--- config.mk ---
export PLATFORM = sky130hd
export DESIGN_NAME = invert_filter
export DESIGN_NICKNAME = d
export VERILOG_FILES = /design/src/rtl/invert_filter.sv
export SDC_FILE = /design/constraint.sdc
export NUM_CORES = 1
export LEC_CHECK = 0
export CORE_MARGIN = 2
export CORE_UTILIZATION = 37
export DETAILED_ROUTE_END_ITERATION = 10
export PLACE_DENSITY_LB_ADDON = 0.12
export SETUP_SLACK_MARGIN = 0.3
export SLEW_MARGIN = 10
export SYNTH_ARGS = -nofsm -noshare
export SYNTH_HDL_FRONTEND = slang
export SYNTH_SLANG_ARGS = --single-unit
--- constraint.sdc ---
create_clock -name clk -period 1.75 [get_ports clk]
set_input_delay 0.4375 -clock clk [delete_from_list [all_inputs] [get_ports clk]]
set_output_delay 0.4375 -clock clk [all_outputs]
set_load 0.02 [all_outputs]
--- src/rtl/invert_filter.sv ---
// Multi-channel input conditioner: 2-flop synchroniser, per-channel debounce
// counter, selectable inversion and registered one-cycle edge pulses.
module invert_filter #(
  parameter int                 WIDTH         = 4,
  parameter int                 STABLE_CYCLES = 4,
  parameter logic [WIDTH-1:0]   INVERT_MASK   = {WIDTH{1'b1}}
) (
  input  logic             clk,
  input  logic             rst,
  input  logic             enable,
  input  logic [WIDTH-1:0] input1,
  output logic [WIDTH-1:0] output1,
  output logic [WIDTH-1:0] rise_pulse,
  output logic [WIDTH-1:0] fall_pulse,
  output logic             changed
);

  localparam int             CNT_W    = $clog2(STABLE_CYCLES + 1);
  localparam logic [CNT_W-1:0] CNT_LAST = CNT_W'(STABLE_CYCLES - 1);

  logic [WIDTH-1:0] s1_q, s2_q;
  logic [WIDTH-1:0] state_q, state_d;
  logic [CNT_W-1:0] cnt_q [WIDTH];
  logic [CNT_W-1:0] cnt_d [WIDTH];
  logic [WIDTH-1:0] rise_q, rise_d;
  logic [WIDTH-1:0] fall_q, fall_d;
  logic             changed_q, changed_d;
  logic [WIDTH-1:0] out_old, out_new;

  // A differing level must be seen on STABLE_CYCLES consecutive enabled edges;
  // any return to the accepted level wipes the count.
  always_comb begin
    state_d = state_q;
    for (int i = 0; i < WIDTH; i++) begin
      cnt_d[i] = cnt_q[i];
      if (enable) begin
        if (s2_q[i] == state_q[i]) begin
          cnt_d[i] = '0;
        end else if (cnt_q[i] == CNT_LAST) begin
          state_d[i] = s2_q[i];
          cnt_d[i]   = '0;
        end else begin
          cnt_d[i] = cnt_q[i] + CNT_W'(1);
        end
      end
    end
  end

  // Edges are judged on the visible (post-mask) level; with enable low the
  // state cannot move, so the pulses drop to zero by construction.
  always_comb begin
    out_old   = state_q ^ INVERT_MASK;
    out_new   = state_d ^ INVERT_MASK;
    rise_d    = out_new & ~out_old;
    fall_d    = ~out_new & out_old;
    changed_d = |(rise_d | fall_d);
  end

  always_ff @(posedge clk or posedge rst) begin
    if (rst) begin
      s1_q      <= '0;
      s2_q      <= '0;
      state_q   <= '0;
      rise_q    <= '0;
      fall_q    <= '0;
      changed_q <= 1'b0;
      for (int i = 0; i < WIDTH; i++) begin
        cnt_q[i] <= '0;
      end
    end else begin
      s1_q      <= input1;
      s2_q      <= s1_q;
      state_q   <= state_d;
      rise_q    <= rise_d;
      fall_q    <= fall_d;
      changed_q <= changed_d;
      for (int i = 0; i < WIDTH; i++) begin
        cnt_q[i] <= cnt_d[i];
      end
    end
  end

  assign output1    = state_q ^ INVERT_MASK;
  assign rise_pulse = rise_q;
  assign fall_pulse = fall_q;
  assign changed    = changed_q;

endmodule

Yosys cells after proc, flatten, opt, wreduce, memory -nomap -nowiden

Index checks and enable logic that the tools add are counted.

Register bits: 33
Output and inout bits: 13
Word-level logic and storage cells: 50

Muxes and demuxes: 20
Bitwise gates (word level): 7
Reduce and logical (&&, ||, !) cells: 1
Add/sub/neg operators: 4
Eq/ne operators: 8

Operators with widths:

| kind                | number |
|---|---|
| $mux 3              | 8 |
| $not 4->4           | 4 |
| $add 3x1->3 const B | 4 |
| $eq 3x2->1 const B  | 4 |
| $mux 1              | 12 |
| $and 4x4->4         | 2 |
| $eq 1x1->1          | 4 |
| $or 4x4->4          | 1 |
| $reduce_or 4->1     | 1 |

Logic depth before layout (Yosys ltp)

Depth in word-level cells: 9
Gate-level depth with buffers: 5
Mapped depth without buffers: 5

Least setup slack after synthesis

Ideal clock, no wire load.

Path kind: register to register
Start: register cnt_q[9] (netlist name)
End: register changed_q (netlist: changed)
Stages on the path, launching flop included: 6
Setup time: 0.130 ns
Required time: 1.620 ns
Setup slack: 0.241 ns
Buffers on the path: 0
Arrival: 1.380 ns
Path through: dfrtp_1 -> ha_1 -> nand3b_1 -> mux2_2 -> ha_1 -> nand4_1

Word-level cells in the longest chain between the ends: 9
Elaborated cells between the ends (all ways): 10
Classes of those cells: 1 x eq/ne; 3 x mux; 5 x bitwise; 1 x reduce/logical

Ends and longest elaborated chain:

| what                            | line | RTL |
|---|---|---|
| start, declared                 | 23   | `logic [CNT_W-1:0] cnt_q [WIDTH];` |
| start signal, assigned by index | 78   | `cnt_q[i] <= cnt_d[i];` |
| $eq 3x2->1 *                    | 39   | `end else if (cnt_q[i] == CNT_LAST) begin` |
| $mux 1 *                        | 39   |  |
| $mux 1 *                        | 37   | `if (s2_q[i] == state_q[i]) begin` |
| $mux 1 *                        | 36   | `if (enable) begin` |
| named net state_d[0]            | 22   | `logic [WIDTH-1:0] state_q, state_d;` |
| $not 4->4 (no line) *           | n/a  |  |
| $not 4->4                       | 55   | `fall_d = ~out_new & out_old;` |
| $and 4x4->4                     | 55   |  |
| $or 4x4->4 *                    | 56   | `changed_d = \|(rise_d \| fall_d);` |
| $reduce_or 4->1 *               | 56   |  |
| named net changed_d             | 27   | `logic changed_q, changed_d;` |
| end signal, assigned            | 76   | `changed_q <= changed_d;` |
| end, declared                   | 27   |  |

The timed path passes the listed nets; every way through them passes the cells marked *.
A chain may end at the register's enable or synchronous reset.

Final worst setup path

Start: register cnt_q[7] (netlist name)
End: register changed_q (netlist: changed)

Same word-level chain as after synthesis.

==> implementation parameters <==
Parameter                              Value

Clock tree
  TritonCTS clock tree ... done
  Clock net sink count ... 33
  Clock latency at the later pin of the worst-skew pair ... 0.28 ns
  Root buf cell ... clkbuf_8
  Clock tree buffer depth ... 2
  Clk pin slew, worst setup/hold paths ... 0.07 ns
  Quantity of hold-fixing buffers added after cts ... 0
  H-tree depth reported by CTS ... 2
  Num CTS Buffers ... 5

Synthesis
  Async set-or-reset flop fraction in the synthesized netlist ... 1.00
  Number of synthesized flops with an enable pin ... 0
  Largest area contributor in the synthesized netlist ... dfrtp_1
  Post-synth design cell area ... 1420 sq um
  Top-count cell post-synth ... dfrtp_1
  Netlist cell types ... 18
  Flip-flop and latch count after synthesis ... 33
  Area share of the largest cell type after synthesis ... 0.581
  Count of mapped cells out of synthesis ... 109
  Yosys warns ... 0
  Share of the yosys chip area belonging to registers ... 0.581
  Total nets after synthesis ... 128
  Prevailing post-synth register cell ... dfrtp_1
  List of most frequent post-synthesis cells ... 33 x dfrtp_1, 13 x inv_1, 12 x ha_1, 12 x nand2b_1, 5 x o22ai_1
  Average cell area after synthesis ... 13.0 sq um
  Most area-consuming cells after synthesis ... dfrtp_1 58%, ha_1 11%, nand2b_1 5.3%, inv_1 3.4%, mux2_2 3.2%

Route
  ANT nets after route ... 0
  Detailed-routing iteration count for the pre-antenna-repair pass ... 4
  Count of unresolved DRC violations after routing ... 0
  Average via count per standard cell ... 4.49
  Average routed wire per standard cell ... 12.5 um
  Detailed-route via count ... 911
  DRC marker count from the first detailed-route iteration ... 69
  Overall routed net length ... 2530 um

STA
  Fraction of the cycle the final worst path needs ... 0.868
  Worst-margin pin slew ... 0.427 ns
  Aggregate negative setup slack ... 0 ns
  Slew HR ... 0.713
  # setup viols final ... 0
  Clock Skews ... 0.00446 ns
  Unrepaired setup endpoints after global routing ... true
  Highest clock rate ... 658 MHz
  Minimum period implied by the final worst setup slack ... 1.52 ns
  Final worst slack ... 0.231 ns
  Hold violation total from the final report ... 0
  Final max-slew violation count ... 0

Floorplanning
  Initial standard-cell utilization of the core ... 0.385
  Number of placed I/O pins ... 20
  Core ar. ... 3690 sq um
  Die Span X ... 66.0 um
  Height of the die ... 66.0 um
  Die area ... 4350 sq um
  Number of placement rows ... 22

Global route
  Number of antenna violations at the first check in global routing ... 0
  Wire length of the first global-routing pass ... 4510 um
  Via count of the first global-routing pass ... 932
  Maximum number of pins on one net before global-route repair ... 34
  GRT Residual Overflow ... 0
  Global router's overall resource usage ... 0.140

Placement
  Pre-CTS worst setup slack ... -0.308 ns
  DP Wirelength ... 1730 um
  Routability congestion estimate from global placement ... 0.703
  Number of buffer cells added on primary ports ... 19

Min path
  Class of the tightest hold or removal check ... flip-flop to flip-flop

Setup path
  Worst path slowest cell ... dfrtp_1
  CP Max Fanout ... 3
  Top cell family by delay on the critical path ... adder cells
  Critical-path cell list ... ha_2 > nand3b_1 > mux2_4 > ha_4 > nand4_1
  Classification of the worst setup path ... flip-flop to flip-flop
  Crit path required time ... 1.91 ns
  Kind of end point of the critical path ... flip-flop
  Kind of launch point of the worst setup path ... flip-flop
  Data arrival time of the critical path ... 1.68 ns
  Bufs and invs on worst path ... 0
  Worst path max stage delay ... 0.38 ns

Pwr
  Worst IR Drop VDD ... 0.000669 V
  Power per Cell Area ... 1630 nW/um^2
  Leakage power summed over all cells ... 0.932 nW
  Sum of internal, switching and leakage power ... 3.15 mW

Cells and area
  Area added between synthesis and finish ... 35.9%
  Number of nets in the final layout ... 173
  Core occupancy in the finished layout ... 0.523
  Share of post-route cells with drive strength above 1 ... 0.297
  ANT cells ... 0

Job
  Count of max-cap constraint violations ... 0

Run status
  Result of the run ... completed
## where the power goes
part	total, mW	leakage [nW]	internal, mW	switching, mW
Clock	0.541	0.0450	0.275	0.266
Sequential	1.21	0.417	1.05	0.163
Combinational	1.39	0.470	0.708	0.687
Total	3.15	0.932	2.03	1.12
## repair_timing
action                     in CTS  in global routing
pin swaps                       4                  4
gates resized for setup        26                  7
setup endpoints to repair      23                  5
buffers inserted               10                  1
## cells by family after synthesis
family / share of synthesized area
mux: 0.0599
flops: 0.581
compound gates: 0.0670
buf+inv: 0.0529
simple gates: 0.108
xor+xnor: 0.0247
fa+ha+maj: 0.106
## registers in the layout, summed over array words and instances, names as in the netlist
register	count
fall_pulse	4
changed	1
rise_pulse	4
state_q	4
cnt_q	12
s1_q	4
s2_q	4
## per-layer routing
layer	wire length [um]	global-route usage	part of all wire
met2	1220	0.211	0.48
met5	0	0	0
met4	42	0.0536	0.017
met1	1150	0.182	0.45
met3	120	0.0545	0.047
## final timing paths
| path | end | cells after the start | start | slack (ns) |
|---|---|---|---|---|
| worst max-delay path | changed$_DFF_PP0_ | 5 | cnt_q[7]$_DFFE_PP0P_ | 0.23 |
| worst min-delay path | s2_q[1]$_DFF_PP0_ | 0 | s1_q[1]$_DFF_PP0_ | 0.35 |
| worst max register to register | changed$_DFF_PP0_ | 5 | cnt_q[7]$_DFFE_PP0P_ | 0.23 |
| worst min register to register | s2_q[1]$_DFF_PP0_ | 0 | s1_q[1]$_DFF_PP0_ | 0.35 |
| max in group asynchronous | cnt_q[10]$_DFFE_PP0P_ | 3 | rst | 0.91 |
| min in group asynchronous | rise_pulse[1]$_DFF_PP0_ | 3 | rst | 0.54 |
## cell type report
class / count / area (sq um)
fill: 352 / 1760
multi-input combinational: 61 / 584
timing repair buffer: 40 / 328
clock inverter: 2 / 10.0
sequential: 33 / 826
clock buffer: 6 / 72.6
inverter: 13 / 48.8
tap: 48 / 60.1
## placed cells by master, fill, tap and decap left out, drive strengths merged
master and instances:
ha 12, dfrtp 33, buf 24, nand2b 12
nor2b 4, xnor2 4, clkbuf 7, nand2 4
mux2i 4, o22ai 5, mux2 4, o31ai 4
nand3b 4, clkdlybuf4s50 5, clkinv 2, nand4 1
o32ai 3, dlygate4sd2 10, inv 13
## stage by stage
| stage | instance area [sq um] | hold slack (ns) | std cells |
|---|---|---|---|
| 6_report | 1930 | 0.350 | 203 |
| 4_1_cts | 1910 | 0.350 | 202 |
| 5_1_grt | 1930 | 0.360 | 203 |
| 3_3_place_gp | 1740 | 0.331 | 184 |
| 2_1_floorplan | 1450 | 0.331 | 109 |
| 3_5_place_dp | 1740 | 0.335 | 184 |
Power figures use the tool's default switching activity.
